`src/rtl/reg_file_wb.sv`:
```
// reg_file_wb: one-entry writeback stage in front of an 8 x 32 register file
// and CPSR. A captured entry commits on the following edge. Until then it
// forwards combinationally to both read ports and to the flags output.
module reg_file_wb #(
    parameter  int DATA_W  = 32,
    parameter  int NREGS   = 8,
    parameter  int FLAGS_W = 4,
    localparam int AW      = $clog2(NREGS)
) (
    input  logic               clk,
    input  logic               rst,
    input  logic [AW-1:0]      r_sel_0,
    input  logic [AW-1:0]      r_sel_1,
    output logic [DATA_W-1:0]  r_val_0,
    output logic [DATA_W-1:0]  r_val_1,
    input  logic [AW-1:0]      w_reg,
    input  logic [DATA_W-1:0]  w_alu,
    input  logic [DATA_W-1:0]  w_id,
    input  logic               w_enable,
    input  logic               w_select,
    input  logic [1:0]         w_half,
    input  logic [FLAGS_W-1:0] flags_in,
    input  logic               flags_we,
    input  logic               stall,
    output logic [FLAGS_W-1:0] flags,
    output logic               wb_valid
);
    localparam int HW = DATA_W / 2;

    // Architectural state
    logic [DATA_W-1:0]  r_regs [NREGS];
    logic [FLAGS_W-1:0] r_cpsr;

    // Writeback entry (stage p1)
    logic               r_vld_p1;
    logic [AW-1:0]      r_reg_p1;
    logic [DATA_W-1:0]  r_data_p1;
    logic [1:0]         r_half_p1;
    logic               r_fwe_p1;
    logic [FLAGS_W-1:0] r_flags_p1;

    logic               w_capture;

    // Overlay the pending entry's enabled halves onto the stored register.
    function automatic logic [DATA_W-1:0] fwd_read(input logic [AW-1:0] sel);
        logic [DATA_W-1:0] v;
        v = r_regs[sel];
        if (r_vld_p1 && (r_reg_p1 == sel)) begin
            if (r_half_p1[1]) v[DATA_W-1:HW] = r_data_p1[DATA_W-1:HW];
            if (r_half_p1[0]) v[HW-1:0]      = r_data_p1[HW-1:0];
        end
        return v;
    endfunction

    assign w_capture = !stall && (w_enable || flags_we);

    // Entry valid: cleared by reset so a pending entry is dropped uncommitted.
    always_ff @(posedge clk) begin
        if (rst) r_vld_p1 <= 1'b0;
        else     r_vld_p1 <= w_capture;
    end

    // Entry payload: only meaningful while r_vld_p1 is set, so it is not reset.
    always_ff @(posedge clk) begin
        if (w_capture) begin
            r_reg_p1   <= w_reg;
            r_data_p1  <= w_select ? w_id : w_alu;
            r_half_p1  <= w_enable ? w_half : 2'b00;
            r_fwe_p1   <= flags_we;
            r_flags_p1 <= flags_in;
        end
    end

    // Commit the pending entry into the register file and CPSR.
    always_ff @(posedge clk) begin
        if (rst) begin
            for (int i = 0; i < NREGS; i++) r_regs[i] <= '0;
            r_cpsr <= '0;
        end else if (r_vld_p1) begin
            if (r_half_p1[1]) r_regs[r_reg_p1][DATA_W-1:HW] <= r_data_p1[DATA_W-1:HW];
            if (r_half_p1[0]) r_regs[r_reg_p1][HW-1:0]      <= r_data_p1[HW-1:0];
            if (r_fwe_p1)     r_cpsr <= r_flags_p1;
        end
    end

    // Forwarded read ports and flags; only the latched entry forwards.
    always_comb begin
        r_val_0  = fwd_read(r_sel_0);
        r_val_1  = fwd_read(r_sel_1);
        flags    = (r_vld_p1 && r_fwe_p1) ? r_flags_p1 : r_cpsr;
        wb_valid = r_vld_p1;
    end
endmodule

```
`config.mk`:
```
export PLATFORM = sky130hd
export DESIGN_NAME = reg_file_wb
export DESIGN_NICKNAME = d
export VERILOG_FILES = /design/src/rtl/reg_file_wb.sv
export SDC_FILE = /design/constraint.sdc
export NUM_CORES = 1
export LEC_CHECK = 0
export ABC_CLOCK_PERIOD_IN_PS = 2350
export BUFFER_PORTS_ARGS = -buffer_cell sky130_fd_sc_hd__buf_2
export CAP_MARGIN = 20
export CORE_MARGIN = 1.5
export CORE_UTILIZATION = 35
export CTS_CLUSTER_SIZE = 25
export DETAILED_ROUTE_END_ITERATION = 8
export GPL_ROUTABILITY_DRIVEN = 0
export RECOVER_POWER = 25
export REMOVE_ABC_BUFFERS = 1
export SYNTH_ARGS = -nofsm -noshare
export SYNTH_HDL_FRONTEND = slang
export SYNTH_SLANG_ARGS = --single-unit
```
`constraint.sdc`:
```
create_clock -name clk -period 2.35 [get_ports clk]
set_clock_uncertainty 0.15 [all_clocks]
set_input_delay 0.1175 -clock clk [delete_from_list [all_inputs] [get_ports clk]]
set_output_delay 0.1175 -clock clk [all_outputs]
set_load 0.1 [all_outputs]
```
==> run_results.csv, run 1 <==
group,metric,value,unit
power,p_leak,8.47,nW
drt,drtIter0Drc,722,
power,powerDensity,689,mW/mm^2
cts,cts.clk_slew.worst_paths,0.05,ns
worst_setup_path,cp_num_buf_inv,2,
synthesis,ys_seq_elements,303,
worst_setup_path,worstPathRequired,2.08,ns
floorplan,ios,154,
timing,setup_ws,-0.0941,ns
worst_setup_path,path_class,"register to output pin",
power,ir_drop,0.471,mV
cells_and_area,nets,1333,
timing,min_period,2.44,ns
timing,maxSlewViolCount,0,
placed_design,dp.cells,1735,
cts,root_buffer,"clkbuf_16",
synthesis,ys_top_cells_by_count,"edfxtp_1, and2_1, mux2_2, mux4_2, mux4_1",
global_route,grt_pass1_wl,65.8,mm
synthesis,syn_inst,976,
min_path,hp-start,"w_enable",
timing,timing.fmax,409,MHz
min_path,hold_class,"input port to register",
drt,routedWlPerCell,23.8,um
synthesis,ys_types,25,
synthesis,synth_area,0.0165,sq mm
worst_setup_path,setup.worst_path.start,"r_reg_p1[2]",
drt,vias_per_cell,5.24,
worst_setup_path,crit_chain,"xnor2_2 > nand4_2 > buf_12 > mux2_2 > buf_12",
worst_setup_path,r2r-start,"r_reg_p1[0]",
cts,htreeDepth,2,
global_route,grt_pass1_vias,10289,
synthesis,synth_edf_count,298,
floorplan,die_area,0.0485,sq mm
drt,via_count,9855,
worst_setup_path,reg2reg_depth,5,
synthesis,synth_most_common_cell,"edfxtp_1",
global_route,grt_start_max_net_pins,34,
drt,wirelength,44.8,mm
worst_setup_path,r2r_end,"r_regs[5][24]",
global_route,grt-ovfl-total,0,
cells_and_area,finalNonFillerCells,1882,
worst_setup_path,worst_ep_arrival_time,2.18,ns
power,total_power,14.8,mW
timing,setup_viol,64,
drt,dr.pass1.iters,5,
cells_and_area,area_delta_synth_final,29.7,%
timing,finalCritPeriodShare,1.04,
placed_design,dpl.hpwl,27.1,mm
worst_setup_path,crit_family,"flip-flops",
worst_setup_path,cp_slowest_stage_delay,0.51,ns
synthesis,synth_top_area_cell,"edfxtp_1",
cells_and_area,layout-drive-gt1-share,0.420,
floorplan,die_h,220,um
floorplan,start_util,0.355,
placed_design,io_buffers,153,
cts,clock_sinks,303,
worst_setup_path,path_max_fanout,16,
synthesis,yosys_warnings,0,
timing,rsz0062_at_grt,"yes",
floorplan,rows,79,
cts,cts_tree,"done",
synthesis,synthFlopType,"edfxtp_1",
timing,slew_headroom,0.369,
global_route,grt_usage,0.187,
status,outcome,"finished with violations",
synthesis,async_reset_ff_frac,0,
cts,cts_buffer_depth,3,
status,failed_checks,"negative setup slack",
worst_setup_path,cp_common_cell,"buf_12",
global_route,antenna_found_initial,2,
synthesis,ys_seq_area_frac,0.547,
min_path,holdPathStages,3,
cells_and_area,n_fill_cell,3943,
run,maxCapViolations,0,
synthesis,syn_area_per_cell,16.9,sq um
timing,hold_viol,0,
worst_setup_path,start_kind,"register",
synthesis,synth_top_area_share,0.541,
drt,remaining_drc_errors,0,
floorplan,fp.coreArea,0.0466,sq mm
min_path,whs_endpoint,"r_half_p1[1]",
cts,cts_buffers,36,
worst_setup_path,slowest_stage,"edfxtp_1",
floorplan,fp.dieW,220,um
worst_setup_path,reg2reg_setup_slack,0,ns
cts,insertion_delay,0.52,ns
worst_setup_path,endpoint_kind,"output pin",
timing,tightest_slew,0.945,ns
drt,antenna_left,0,
synthesis,synthTopCellsByArea,"edfxtp_1, and2_1, mux4_2",
[flip-flops by register name, summed over array words and instances, names as in the netlist]
| register | flops |
|---|---|
| wb_valid | 1 |
| r_half_p1 | 2 |
| r_regs | 256 |
| r_reg_p1 | 3 |
| r_fwe_p1 | 1 |
| r_flags_p1 | 4 |
| r_data_p1 | 32 |
| r_cpsr | 4 |
[power breakdown]
| part | internal [mW] | switching, mW |
|---|---|---|
| Combinational | 1.24 | 1.55 |
| Sequential | 6.15 | 0.209 |
| Clock | 3.42 | 2.22 |
| Total | 10.8 | 3.98 |
[per-stage QoR]
| step | TNS, ns | hold slack, ns | setup slack (ns) | instance area (sq um) | utilization |
|---|---|---|---|---|---|
| 2_1_floorplan | -103.03 | 0.0391 | -0.479 | 16100 | - |
| 3_3_place_gp | 0 | 0.144 | 0.0742 | 19000 | 0.408 |
| 3_5_place_dp | 0 | 0.146 | 0.0785 | 19000 | 0.408 |
| 4_1_cts | -4.67 | 0.130 | -0.110 | 21500 | 0.462 |
| 5_1_grt | -14.79 | 0.153 | -0.153 | 21400 | 0.461 |
| 6_report | -3.55 | 0.161 | -0.0941 | 21400 | 0.461 |
[worst max path at each step]
stage	end	slack, ns	cells past startpoint
final	r_val_0[0]	-0.09	5
after global routing	r_val_1[15]	-0.15	5
after CTS	r_val_0[0]	-0.11	5
after detailed placement	r_val_0[20]	0.08	7
after global placement	r_val_0[26]	0.07	7
after floorplan	r_regs[0][16]	-0.48	3
[area by class of cell]
class                   instances  area, sq um  area share
multi-input cells             609         7130       0.332
clock inverters                23          234      0.0109
well taps                     607          759      0.0354
diodes                          1         2.50    0.000117
repair buffers                298         3330       0.155
clock buffers                  41          941      0.0439
flip-flops and latches        303         9050       0.422
[metal layers]
metal / share of wire / routed length, um / up-vias / global-route usage
met5: 0.00027 / 12 / - / 0
met4: 0.021 / 954 / 2 / 0.0533
met3: 0.051 / 2270 / 70 / 0.0313
met2: 0.50 / 22400 / 295 / 0.320
met1: 0.43 / 19200 / 5133 / 0.244
li1: - / - / 4355 / -
[worst min-delay path: cells and delay by family]
family,cells,cell delay [ns]
AND/OR/NAND/NOR,2,0.37
buffers and inverters,1,0.11
[cells by family after synthesis]
group	count (synthesis)	share of synthesized area
AND/OR/NAND/NOR	311	0.117
flip-flops	303	0.547
multiplexers	292	0.305
buffers and inverters	64	0.0258
XOR/XNOR	6	0.00409
[cell usage in the layout (no fill, tap or decap)]
master	count
clkbuf_16	37
buf_2	86
mux2_4	78
buf_4	31
clkinv_2	2
buf_12	91
and2_0	12
clkbuf_2	7
clkbuf_4	1
nor2b_1	4
nor2_1	13
mux4_1	18
diode_2	1
dfxtp_2	1
clkinvlp_4	1
nand4b_1	2
dlygate4sd3_1	79
mux2_2	56
mux4_2	110
nor3_1	5
mux2_1	30
bufinv_16	5
dfxtp_1	4
edfxtp_1	298
nor2_2	1
nand4_2	4
inv_6	2
nand2b_1	2
clkbuf_1	7
and2_1	248
xnor2_2	6
nand4bb_1	2
nand2_1	2
clkinv_1	13
or2_2	16
[timing repair]
item,4_1_cts,5_1_grt
pin swaps,3,0
hold buffers,79,0
setup buffers,3,0
gates resized for setup,204,7
hold endpoints to repair,58,0
endpoints found under the setup margin,64,64
gates cloned,0,0
(Power assumes the default switching activity.)
==> run 2, diff against run 1 <==
--- a/config.mk
+++ b/config.mk
@@ -9,10 +9,11 @@
 export BUFFER_PORTS_ARGS = -buffer_cell sky130_fd_sc_hd__buf_2
 export CAP_MARGIN = 20
 export CORE_MARGIN = 1.5
-export CORE_UTILIZATION = 35
+export CORE_UTILIZATION = 54
 export CTS_CLUSTER_SIZE = 25
 export DETAILED_ROUTE_END_ITERATION = 8
 export GPL_ROUTABILITY_DRIVEN = 0
+export PLACE_DENSITY = 0.76
 export RECOVER_POWER = 25
 export REMOVE_ABC_BUFFERS = 1
 export SYNTH_ARGS = -nofsm -noshare
==> run 2 against run 1 <==
Count of clock-buffer cells in the layout is 2 lower. Combinational power shrank 1%. Worst setup slack got worse by 0.041 ns. The run still ends with negative setup slack left. Via count up 2.9%. Register-to-register slack improved by 0.04 ns. Power is 6.3% lower. Maximum frequency fell by 1.7%. Flip-flop and latch count unchanged. Largest power group unchanged. Sequential power barely moved.
==> run_results.csv, run 2 (synthesis gave the netlist of run 1 again) <==
group,metric,value,unit
cells_and_area,area_delta_synth_final,26.2,%
timing,rsz0062_at_grt,"yes",
power,power.share.clock,0.342,
power,p_leak,8.23,nW
timing,setup_ws,-0.135,ns
cells_and_area,largestRegisters,"r_regs (256), r_data_p1 (32)",
timing,holdWs,0.132,ns
global_route,grt_pass1_wl,63.6,mm
worst_setup_path,cp_num_buf_inv,2,
placed_design,dpl.hpwl,25.8,mm
placed_design,io_buffers,153,
drt,remaining_drc_errors,0,
drt,vias_per_cell,6.12,
drt,routedWlPerCell,25.3,um
cells_and_area,largest-register,"r_regs",
drt,dr.pass1.iters,5,
floorplan,start_util,0.553,
min_path,hp-start,"flags_in[0]",
global_route,grt_usage,0.275,
power,p_int,10.1,mW
global_route,grt_start_max_net_pins,36,
drt,drtIter0Drc,995,
power,powerDensity,664,mW/mm^2
worst_setup_path,slowest_stage,"edfxtp_1",
worst_setup_path,endpoint_kind,"output pin",
worst_setup_path,reg2reg_depth,5,
timing,tightest_slew,1.15,ns
timing,finalCritPeriodShare,1.06,
power,total_power,13.9,mW
cells_and_area,largest_reg_flops,256,
cells_and_area,mostFrequentLayoutCells,"edfxtp_1, and2_1, mux4_2",
global_route,antenna_found_initial,0,
worst_setup_path,worstPathRequired,2.08,ns
cts,insertion_delay,0.55,ns
worst_setup_path,cp_slowest_stage_delay,0.52,ns
power,pwr-share-seq,0.460,
floorplan,die_area,0.0317,sq mm
global_route,grt-ovfl-total,0,
drt,via_count,10140,
power,p_sw,3.75,mW
power,ir_drop,0.497,mV
worst_setup_path,r2r-start,"r_reg_p1[0]",
global_route,grt_pass1_vias,10626,
cells_and_area,layout-drive-gt1-share,0.415,
cts,htreeDepth,1,
cells_and_area,antenna_cells,0,
timing,timing.fmax,402,MHz
cells_and_area,final_common_cell,"edfxtp_1",
floorplan,fp.dieW,178,um
min_path,holdPathStages,2,
placed_design,preCtsSetupSlack,0.105,ns
timing,setup_viol,64,
timing,hold_viol,0,
min_path,whs_endpoint,"r_flags_p1[0]",
power,combPwrFrac,0.198,
timing,slew_headroom,0.233,
power,swShare,0.271,
worst_setup_path,r2r_end,"r_regs[6][26]",
worst_setup_path,path_class,"register to output pin",
worst_setup_path,cp_common_cell,"buf_12",
worst_setup_path,start_kind,"register",
timing,maxSlewViolCount,0,
worst_setup_path,path_max_fanout,16,
cells_and_area,final_util,0.698,
worst_setup_path,reg2reg_setup_slack,0.04,ns
timing,finalSetupTns,-6.73,ns
floorplan,die_h,178,um
cells_and_area,finalNonFillerCells,1657,
status,outcome,"finished with violations",
floorplan,ios,154,
floorplan,fp.coreArea,0.0299,sq mm
cells_and_area,nets,1328,
cells_and_area,final_area,0.0209,sq mm
cts,cts_buffer_depth,3,
cts,root_buffer,"clkbuf_16",
drt,antenna_left,0,
placed_design,dp.cells,1520,
timing,min_period,2.49,ns
status,failed_checks,"negative setup slack",
worst_setup_path,worst_ep_arrival_time,2.22,ns
min_path,hold_class,"input port to register",
cts,cts_buffers,31,
cts,clock_sinks,303,
worst_setup_path,crit_chain,"xnor2_2 > nand4_2 > buf_12 > mux2_4 > buf_12",
cts,cts_tree,"done",
cts,cts.clk_slew.worst_paths,0.06,ns
floorplan,rows,63,
run,maxCapViolations,0,
drt,wirelength,41.9,mm
placed_design,placed_area,0.0187,sq mm
worst_setup_path,crit_family,"flip-flops",
-- run 2: cell count changes in the layout (fill, tap and decap cells not counted), sizes merged --
cell / before / now
clkinv: 15 / 13
diode: 1 / 0
clkbuf: 52 / 51
bufinv: 5 / 3
buf: 208 / 207
clkinvlp: 1 / 2
inv: 2 / 0
-- run 2: repair_timing --
action,in CTS,in global routing
resized for setup,180,10
pin swaps,1,1
setup buffers,1,0
hold buffers,79,0
setup endpoints to repair,64,64
hold endpoints to repair,59,0
-- run 2: cell type report --
| class | count | area, sq um |
|---|---|---|
| clock buffer | 39 | 806 |
| clock inverter | 18 | 160 |
| fill | 1874 | 9020 |
| multi-input combinational | 609 | 7020 |
| sequential | 303 | 9050 |
| tap | 390 | 488 |
| timing repair buffer | 298 | 3330 |
-- run 2: layer usage --
layer | vias to the layer above | wire (um) | track usage
met5 | - | 0 | 0
met4 | 0 | 1030 | 0.0802
met2 | 559 | 20900 | 0.464
met1 | 5147 | 16300 | 0.366
met3 | 90 | 3630 | 0.0495
li1 | 4344 | - | -
-- run 2: worst max-delay path by stage --
| stage | end | slack [ns] | startpoint | cells past startpoint |
|---|---|---|---|---|
| after global placement | r_val_1[9] | 0.11 | r_sel_1[0] | 6 |
| after CTS | r_val_1[2] | -0.14 | r_reg_p1[2] | 5 |
| final | r_val_1[2] | -0.14 | r_reg_p1[2] | 5 |
| after global routing | r_val_1[2] | -0.18 | r_reg_p1[2] | 5 |
| after detailed placement | r_val_1[19] | 0.10 | r_sel_1[0] | 6 |
| after floorplan | r_regs[0][16] | -0.48 | wb_valid | 3 |
-- run 2: power by group through the flow --
stage / Sequential (mW) / Clock (mW) / Combinational, mW
after floorplan: 6.38 / 0 / 1.53
after global placement: 6.45 / 0 / 2.37
after detailed placement: 6.47 / 0 / 2.39
after CTS: 6.36 / 4.78 / 2.74
after global routing: 6.40 / 5.00 / 2.84
final: 6.37 / 4.74 / 2.75
==> run 3, diff against run 2 <==
--- a/config.mk
+++ b/config.mk
@@ -5,15 +5,15 @@
 export SDC_FILE = /design/constraint.sdc
 export NUM_CORES = 1
 export LEC_CHECK = 0
-export ABC_CLOCK_PERIOD_IN_PS = 2350
+export ABC_CLOCK_PERIOD_IN_PS = 2410
 export BUFFER_PORTS_ARGS = -buffer_cell sky130_fd_sc_hd__buf_2
 export CAP_MARGIN = 20
 export CORE_MARGIN = 1.5
-export CORE_UTILIZATION = 54
+export CORE_UTILIZATION = 50
 export CTS_CLUSTER_SIZE = 25
 export DETAILED_ROUTE_END_ITERATION = 8
 export GPL_ROUTABILITY_DRIVEN = 0
-export PLACE_DENSITY = 0.76
+export PLACE_DENSITY = 0.69
 export RECOVER_POWER = 25
 export REMOVE_ABC_BUFFERS = 1
 export SYNTH_ARGS = -nofsm -noshare
==> constraint.sdc (replaced) <==
create_clock -name clk -period 2.41 [get_ports clk]
set_clock_uncertainty 0.15 [all_clocks]
set_input_delay 0.1205 -clock clk [delete_from_list [all_inputs] [get_ports clk]]
set_output_delay 0.1205 -clock clk [all_outputs]
set_load 0.1 [all_outputs]
==> run 3 against run 2 <==
The flow still finishes with violations (negative setup slack). Via count down 3.6%. Clock power grew 6.8%. Global-route usage decreased by 2.6 points. Hold slack better by 0.041 ns. Power rose by 0.35%. Utilization down 6.0 points.
==> run_results.csv, run 3 (synthesis gave the netlist of run 1 again) <==
group,metric,value,unit
status,outcome,"finished with violations",
status,failed_checks,"negative setup slack",
cts,cts.clk_slew.worst_paths,0.06,ns
drt,routedWlPerCell,24.5,um
cts,cts_buffer_depth,3,
cells_and_area,final_area,0.0208,sq mm
power,powerDensity,669,mW/mm^2
timing,maxSlewViolCount,0,
drt,wirelength,41.5,mm
cells_and_area,mostFrequentLayoutCells,"edfxtp_1, and2_1, mux4_2",
timing,setup_viol,34,
floorplan,start_util,0.508,
power,combPwrFrac,0.189,
cts,cts_buffers,34,
cts,cts_tree,"done",
cells_and_area,area_delta_synth_final,25.6,%
timing,rsz0062_at_grt,"yes",
placed_design,preCtsSetupSlack,0.135,ns
floorplan,fp.coreArea,0.0325,sq mm
power,total_power,13.9,mW
timing,tightest_slew,1.19,ns
global_route,antenna_found_initial,1,
placed_design,placed_area,0.0185,sq mm
power,p_sw,3.72,mW
cts,insertion_delay,0.51,ns
run,maxCapViolations,0,
cells_and_area,final_common_cell,"edfxtp_1",
floorplan,die_area,0.0342,sq mm
timing,setup_ws,-0.0559,ns
worst_setup_path,path_max_fanout,16,
timing,timing.fmax,406,MHz
placed_design,io_buffers,153,
cells_and_area,largestRegisters,"r_regs (256), r_data_p1 (32)",
cells_and_area,finalNonFillerCells,1692,
global_route,grt_usage,0.249,
floorplan,ios,154,
worst_setup_path,reg2reg_setup_slack,0.16,ns
cells_and_area,largest_reg_flops,256,
timing,holdWs,0.173,ns
placed_design,dpl.hpwl,24.3,mm
timing,hold_viol,0,
drt,remaining_drc_errors,0,
drt,vias_per_cell,5.78,
timing,min_period,2.47,ns
worst_setup_path,endpoint_kind,"output pin",
cts,root_buffer,"clkbuf_16",
worst_setup_path,start_kind,"register",
cts,htreeDepth,2,
timing,finalSetupTns,-0.697,ns
floorplan,die_h,185,um
global_route,grt_pass1_vias,10170,
power,swShare,0.268,
drt,antenna_left,0,
cells_and_area,layout-drive-gt1-share,0.424,
power,ir_drop,0.438,mV
cells_and_area,antenna_cells,0,
worst_setup_path,worstPathRequired,2.14,ns
global_route,grt_start_max_net_pins,28,
timing,slew_headroom,0.208,
worst_setup_path,path_class,"register to output pin",
drt,via_count,9780,
cells_and_area,final_util,0.638,
worst_setup_path,worst_ep_arrival_time,2.20,ns
cts,clock_sinks,303,
floorplan,fp.dieW,185,um
cells_and_area,largest-register,"r_regs",
power,pwr-share-seq,0.447,
global_route,grt_pass1_wl,61.7,mm
floorplan,rows,66,
drt,drtIter0Drc,928,
placed_design,dp.cells,1555,
min_path,hold_class,"input port to register",
cells_and_area,n_fill_cell,2353,
drt,dr.pass1.iters,5,
power,p_leak,8.16,nW
power,power.share.clock,0.364,
cells_and_area,nets,1315,
global_route,grt-ovfl-total,0,
power,p_int,10.2,mW
timing,finalCritPeriodShare,1.02,
-- run 3: cell types whose count changed in the layout (fill, tap and decap cells not counted), sizes merged --
cell and change:
clkinvlp -2, clkbuf +9, clkinv -5, bufinv -1
inv +1, buf -19
-- run 3: path summary, 6_finish.rpt --
path                                   from             to  cells after the start
worst min-delay path            flags_in[3]  r_flags_p1[3]                      2
worst max-delay path            r_reg_p1[2]    r_val_0[23]                      5
worst max register to register  r_reg_p1[2]   r_regs[0][5]                      4
worst min register to register    r_cpsr[2]      r_cpsr[2]                      2
-- run 3: power groups by stage --
stage / logic, mW / clock network [mW] / registers, mW
finish: 2.63 / 5.06 / 6.21
global route: 2.73 / 5.32 / 6.24
CTS: 2.56 / 5.10 / 6.20
detailed placement: 2.27 / 0 / 6.31
global placement: 2.26 / 0 / 6.29
floorplan: 1.49 / 0 / 6.22
-- run 3: what timing repair did --
| item | in CTS | in global routing |
|---|---|---|
| endpoints found under the setup margin | 64 | 64 |
| resized for setup | 145 | 76 |
| setup buffers | 2 | 0 |
| pin swaps | 2 | 0 |
| hold buffers | 79 | 0 |
| endpoints found under the hold margin | 47 | 0 |
-- run 3: final cells by class --
| type | instances | area, sq um | area share |
|---|---|---|---|
| sequential | 303 | 9050 | 0.436 |
| multi-input combinational | 609 | 7040 | 0.339 |
| timing repair buffer | 282 | 3050 | 0.147 |
| clock buffer | 45 | 966 | 0.0465 |
| tap | 442 | 553 | 0.0266 |
| clock inverter | 11 | 109 | 0.00524 |
-- run 3: worst max-delay path, cell delays in order, from the launching register on --
cell and delay [ns]:
edfxtp_1 0.50, xnor2_2 0.26, nand4_2 0.17, buf_12 0.21
mux2_4 0.35, buf_12 0.17
-- run 3: layer usage --
metal  track usage  vias up  part of all wire  wire (um)
met3        0.0309       66             0.060       2510
met2         0.428      397              0.51      21000
met1         0.333     5024              0.41      17000
met4        0.0761        2             0.023        951
met5             0        -           0.00031         13
li1              -     4291                 -          -
